[src/rtl/ps2_button_mapper.sv]
// PS/2 keycode -> button mapper: run-time loadable keycode table scanned one entry per cycle,
// merged with joystick bits and optional 90-degree rotation. Define AUTOFIRE_EN for autofire on AF_BTN.
module ps2_button_mapper #(
    parameter int NUM_BTN = 8,
    parameter int NUM_ENT = 16,
    parameter int AF_DIV  = 200000,
    parameter int AF_BTN  = 4,
    localparam int AW = $clog2(NUM_ENT),
    localparam int BW = $clog2(NUM_BTN),
    localparam int DW = 11 + BW
) (
    input  logic               clk_sys,
    input  logic               reset,
    input  logic [10:0]        ps2_key,
    input  logic               tbl_we,
    input  logic [AW-1:0]      tbl_addr,
    input  logic [DW-1:0]      tbl_data,
    input  logic [NUM_BTN-1:0] joy_in,
    input  logic               rotate,
    input  logic               af_enable,
    output logic [NUM_BTN-1:0] btn_out,
    output logic               busy,
    output logic               dropped
);
    typedef enum logic {IDLE, SCAN} state_t;

    state_t                     state, state_n;
    logic [AW-1:0]              idx, idx_n;
    logic                       primed, old_tog, evt;
    logic [9:0]                 cur, pend;
    logic                       pend_full;
    logic                       take_evt, take_pend, pend_wr, pend_clr, drop_n;
    logic [NUM_ENT-1:0]         ent_valid, ent_any, ent_state;
    logic [NUM_ENT-1:0][8:0]    ent_code;
    logic [NUM_ENT-1:0][BW-1:0] ent_btn;
    logic                       hit;
    logic [NUM_BTN-1:0]         raw, rot, nxt;

    assign evt  = primed && (ps2_key[10] != old_tog);
    assign busy = (state == SCAN);
    assign hit  = busy && ent_valid[idx] && (ent_code[idx][7:0] == cur[7:0]) &&
                  (ent_any[idx] || (ent_code[idx][8] == cur[8]));

    // The first cycle out of reset only learns the toggle level, so a stale toggle is not an event.
    always_ff @(posedge clk_sys or posedge reset) begin
        if (reset) begin
            primed  <= 1'b0;
            old_tog <= 1'b0;
        end else begin
            primed  <= 1'b1;
            old_tog <= ps2_key[10];
        end
    end

    always_ff @(posedge clk_sys or posedge reset) begin
        if (reset) state <= IDLE;
        else       state <= state_n;
    end

    always_comb begin
        state_n   = state;
        idx_n     = idx;
        take_evt  = 1'b0;
        take_pend = 1'b0;
        pend_wr   = 1'b0;
        pend_clr  = 1'b0;
        drop_n    = 1'b0;
        case (state)
            IDLE: begin
                if (pend_full) begin
                    take_pend = 1'b1;
                    state_n   = SCAN;
                    idx_n     = '0;
                    if (evt) pend_wr = 1'b1;
                    else     pend_clr = 1'b1;
                end else if (evt) begin
                    take_evt = 1'b1;
                    state_n  = SCAN;
                    idx_n    = '0;
                end
            end
            SCAN: begin
                if (idx == AW'(NUM_ENT - 1)) state_n = IDLE;
                else                         idx_n   = idx + 1'b1;
                if (evt) begin
                    if (pend_full) drop_n  = 1'b1;
                    else           pend_wr = 1'b1;
                end
            end
            default: state_n = IDLE;
        endcase
    end

    always_ff @(posedge clk_sys or posedge reset) begin
        if (reset) begin
            idx       <= '0;
            cur       <= '0;
            pend      <= '0;
            pend_full <= 1'b0;
            dropped   <= 1'b0;
        end else begin
            idx     <= idx_n;
            dropped <= drop_n;
            if (take_pend)     cur <= pend;
            else if (take_evt) cur <= ps2_key[9:0];
            if (pend_wr) begin
                pend      <= ps2_key[9:0];
                pend_full <= 1'b1;
            end else if (pend_clr) begin
                pend_full <= 1'b0;
            end
        end
    end

    // Table write is applied after the scan update so it wins on a same-entry collision.
    always_ff @(posedge clk_sys or posedge reset) begin
        if (reset) begin
            ent_valid <= '0;
            ent_any   <= '0;
            ent_code  <= '0;
            ent_btn   <= '0;
            ent_state <= '0;
        end else begin
            if (hit) ent_state[idx] <= cur[9];
            if (tbl_we) begin
                ent_valid[tbl_addr] <= tbl_data[DW-1];
                ent_any[tbl_addr]   <= tbl_data[DW-2];
                ent_code[tbl_addr]  <= tbl_data[BW+8:BW];
                ent_btn[tbl_addr]   <= tbl_data[BW-1:0];
                ent_state[tbl_addr] <= 1'b0;
            end
        end
    end

    always_comb begin
        raw = joy_in;
        for (int b = 0; b < NUM_BTN; b++)
            for (int i = 0; i < NUM_ENT; i++)
                if (ent_valid[i] && ent_state[i] && (ent_btn[i] == BW'(b))) raw[b] = 1'b1;
    end

    always_comb begin
        rot = raw;
        if (rotate) begin
            rot[3] = raw[1];
            rot[2] = raw[0];
            rot[1] = raw[2];
            rot[0] = raw[3];
        end
    end

`ifdef AUTOFIRE_EN
    localparam int CW = (AF_DIV > 1) ? $clog2(AF_DIV) : 1;
    logic [CW-1:0] af_cnt;
    logic          af_phase, af_act;

    assign af_act = af_enable && raw[AF_BTN];

    always_ff @(posedge clk_sys or posedge reset) begin
        if (reset) begin
            af_cnt   <= '0;
            af_phase <= 1'b0;
        end else if (!af_act) begin
            af_cnt   <= '0;
            af_phase <= 1'b0;
        end else if (af_cnt == CW'(AF_DIV - 1)) begin
            af_cnt   <= '0;
            af_phase <= ~af_phase;
        end else begin
            af_cnt <= af_cnt + 1'b1;
        end
    end

    always_comb begin
        nxt = rot;
        if (af_enable) nxt[AF_BTN] = af_act && !af_phase;
    end
`else
    logic unused_af;
    assign unused_af = af_enable;
    assign nxt = rot;
`endif

    always_ff @(posedge clk_sys or posedge reset) begin
        if (reset) btn_out <= '0;
        else       btn_out <= nxt;
    end
endmodule

[config.mk]
export PLATFORM = sky130hd
export DESIGN_NAME = ps2_button_mapper
export DESIGN_NICKNAME = d
export VERILOG_FILES = /design/src/rtl/ps2_button_mapper.sv
export SDC_FILE = /design/constraint.sdc
export NUM_CORES = 1
export LEC_CHECK = 0
export BUFFER_PORTS_ARGS = -buffer_cell sky130_fd_sc_hd__buf_2
export CORE_ASPECT_RATIO = 0.6
export CORE_MARGIN = 10
export CORE_UTILIZATION = 50
export DETAILED_ROUTE_END_ITERATION = 12
export PLACE_DENSITY = 0.67
export SLEW_MARGIN = 10
export SYNTH_ARGS = -nofsm -noshare
export SYNTH_HDL_FRONTEND = slang
export SYNTH_SLANG_ARGS = --single-unit
[constraint.sdc]
create_clock -name clk_sys -period 13 [get_ports clk_sys]
set_input_delay 2.6 -clock clk_sys [delete_from_list [all_inputs] [get_ports clk_sys]]
set_output_delay 2.6 -clock clk_sys [all_outputs]
set_load 0.02 [all_outputs]
==> impl_metrics.yaml <==
placement:
  place_inst: 1501
  io_buffers: 50
  place_congestion: 1.02
  place_area_um2: 14500
  dpl.hpwl_um: 28500
worst_setup_path:
  crit_family: "buffers and inverters"
  end_kind: "async pin"
  path_cells: "buf_2 -> inv_8 -> buf_4 -> buf_4"
  path_common_cell: "buf_4"
  path_buf_inv: 4
  cp.arrival_ns: 5.19
  worstPathRequired_ns: 13.55
  cp_max_fo: 136
  crit_type: "input port to async pin"
  crit_path_start_kind: "input port"
  slowest_stage: "buf_4"
  cpPeakStageDelay_ns: 0.85
synth:
  syn_area_per_cell_um2: 12.3
  synthArstFlopShare_pct: 100
  synth_flop_cell: "dfrtp_1"
  synth-seq-cells: 277
  synth_cells: 1140
  ys_warn_count: 0
  syn-num-nets: 1186
  ys_seq_area_share_pct: 49.5
  netlist_area_um2: 14000
  synth_cell_types: 63
  synth_edf_count: 0
routing:
  avgRoutedWirePerCell_um: 26.0
  drtIter0Drc: 935
  final_antenna_net_count: 0
  drc: 0
  drtPass1Iterations: 8
  routed_wl_um: 40400
  num_vias: 9726
  via_per_inst: 6.27
grt:
  grt-ovfl-total: 0
  grt_pass1_vias: 9548
  antenna_found_initial: 0
  grt_max_degree: 137
  grt_use_total_pct: 22.7
  grt_pass1_wl_um: 61400
clocking:
  post_cts_resize_count: 0
  clockBufferDepth: 3
  cts_buffers: 27
  tritoncts: "done"
  hold_buffers: 0
  root_buffer: "clkbuf_16"
  clock-sinks: 277
  htree_levels: 1
  cts_setup_buffers: 0
  clock_latency_ns: 0.56
  clk_pin_slew_ns: 0.06
timing:
  fin_skew_ns: 0.0114
  fin_hold_ws_ns: 0.502
  hold_viol: 0
  setup_viol: 0
  fin_tns_setup_ns: 0
  fin_crit_sh_pct: 35.7
  fmax_mhz: 216
  rsz0062_at_grt: "false"
  slew-limit-headroom_pct: 17.8
  drv_slew: 0
  fin_crit_ns: 4.64
  tightest_slew_ns: 1.20
pwr:
  p_per_area_nw_per_um2: 202
  vdd_drop_max_uv: 120
  cellLeakagePower_nw: 6.49
finish:
  fin_area_um2: 15500
  fin_nets: 1209
  syn_to_final_growth_pct: 10.5
  final_cells: 1552
  drive_above_1_share_pct: 33.4
floorplan:
  rows: 47
  ios: 52
  chipWidth_um: 236
  die_h_um: 150
  die_area_um2: 35300
  core_um2: 27600
  initial_core_util_pct: 50.8
min_path:
  hold_class: "flop to flop"
outcome:
  status: "finished clean"
flow_run:
  cap_viol_max_count: 0
[where the power goes]
group          leakage, nW  total, mW  switching, mW  internal (mW)
combinational         2.64      0.964          0.492          0.471
sequential            3.39       1.30          0.226           1.07
clock                0.464      0.863          0.350          0.512
total                 6.49       3.12           1.07           2.05
[routing by layer]
| metal | wire length [um] | GRT usage [%] | share of wire, % | up-vias |
|---|---|---|---|---|
| met5 | 0 | 0 | 0 | - |
| met4 | 604 | 3.83 | 1.5 | 0 |
| met3 | 4380 | 8.59 | 11 | 43 |
| met2 | 15300 | 29.2 | 38 | 375 |
| met1 | 20100 | 35.0 | 50 | 5035 |
| li1 | - | - | - | 4273 |
[stage by stage]
stage | util, % | worst slack (ns) | power [mW]
6_report | 56.1 | 8.36 | 3.12
5_1_grt | 56.1 | 7.91 | 3.29
4_1_cts | 56.1 | 8.20 | 3.13
3_5_place_dp | 52.6 | 7.63 | 2.26
3_3_place_gp | 52.6 | 7.65 | 2.23
2_1_floorplan | - | 2.76 | 2.01
[state kept, by name (all words and copies together) (netlist names), 4 cells and up]
name	count
btn_out	8
cur	10
idx	4
ent_valid	16
ent_state	16
ent_btn	48
pend	10
ent_code	144
ent_any	16
[cell type report]
type	count	area, um^2
tap	367	459
sequential	277	6940
clock buffer	39	771
inverter	13	56.3
fill	2333	12100
clock inverter	11	193
multi-input combinational	776	6680
antenna	1	2.50
timing repair buffer	68	385
[final timing paths]
check / from / end / slack, ns / depth (start not counted)
worst max-delay path: reset / ent_btn[3] / 8.36 / 4
worst min-delay path: ent_code[133] / ent_code[133] / 0.50 / 1
worst max register to register: idx[1] / ent_state[8] / 8.79 / 8
worst min register to register: ent_code[133] / ent_code[133] / 0.50 / 1
max in group clk_sys: tbl_addr[2] / ent_code[93] / 8.60 / 5
min in group asynchronous: reset / ent_code[29] / 2.26 / 2
[cells in the final DEF (no fill, tap or decap), types with 3 or more instances in the layout]
master,Yosys,final
dfrtp_1,277,274
ha_1,4,4
a21oi_1,19,19
nor3b_1,23,23
or4_1,4,4
buf_4,4,18
nor2_1,58,57
mux2i_1,65,65
o21ai_0,20,20
nor3_2,3,3
clkbuf_1,55,7
o22ai_1,22,22
o32ai_1,7,7
xor2_1,4,4
nand2b_1,18,18
nor2b_1,8,8
mux2_2,235,235
and3_1,4,4
bufinv_16,0,5
dfrtp_2,0,3
mux2_1,4,4
nand3_1,31,31
nor3_1,39,39
nand2_1,51,51
a211oi_1,5,5
a2111oi_0,4,4
buf_2,6,50
inv_1,12,11
clkbuf_8,0,5
nor4_1,13,13
clkbuf_16,0,27
mux4_2,29,29
and2_1,3,3
nand4_1,15,15
xnor2_1,4,4
nor4_2,7,7
a22oi_1,10,10
or3_1,6,6
a31o_1,4,4
nand3b_1,24,24
[Yosys cell counts (22+ instances only)]
cell type	n	area share (%)
nor3_1	39	1.4
nand3b_1	24	1.3
dfrtp_1	277	49
o22ai_1	22	0.98
mux4_2	29	4.7
clkbuf_1	55	1.5
mux2_2	235	19
nor2_1	58	1.6
nand3_1	31	1.1
nand2_1	51	1.4
mux2i_1	65	4.6
nor3b_1	23	1.2
[logic make-up after synthesis]
group                      synth area share [%]
buffers and inverters                      2.87
xor gates and xnor gates                  0.500
and+or+nand+nor                            12.7
other                                    0.0268
muxes                                      28.5
AOI/OAI and AO/OA                          5.48
adders and majority gates                 0.429
DFF                                        49.5
(Power assumes the default switching activity.)
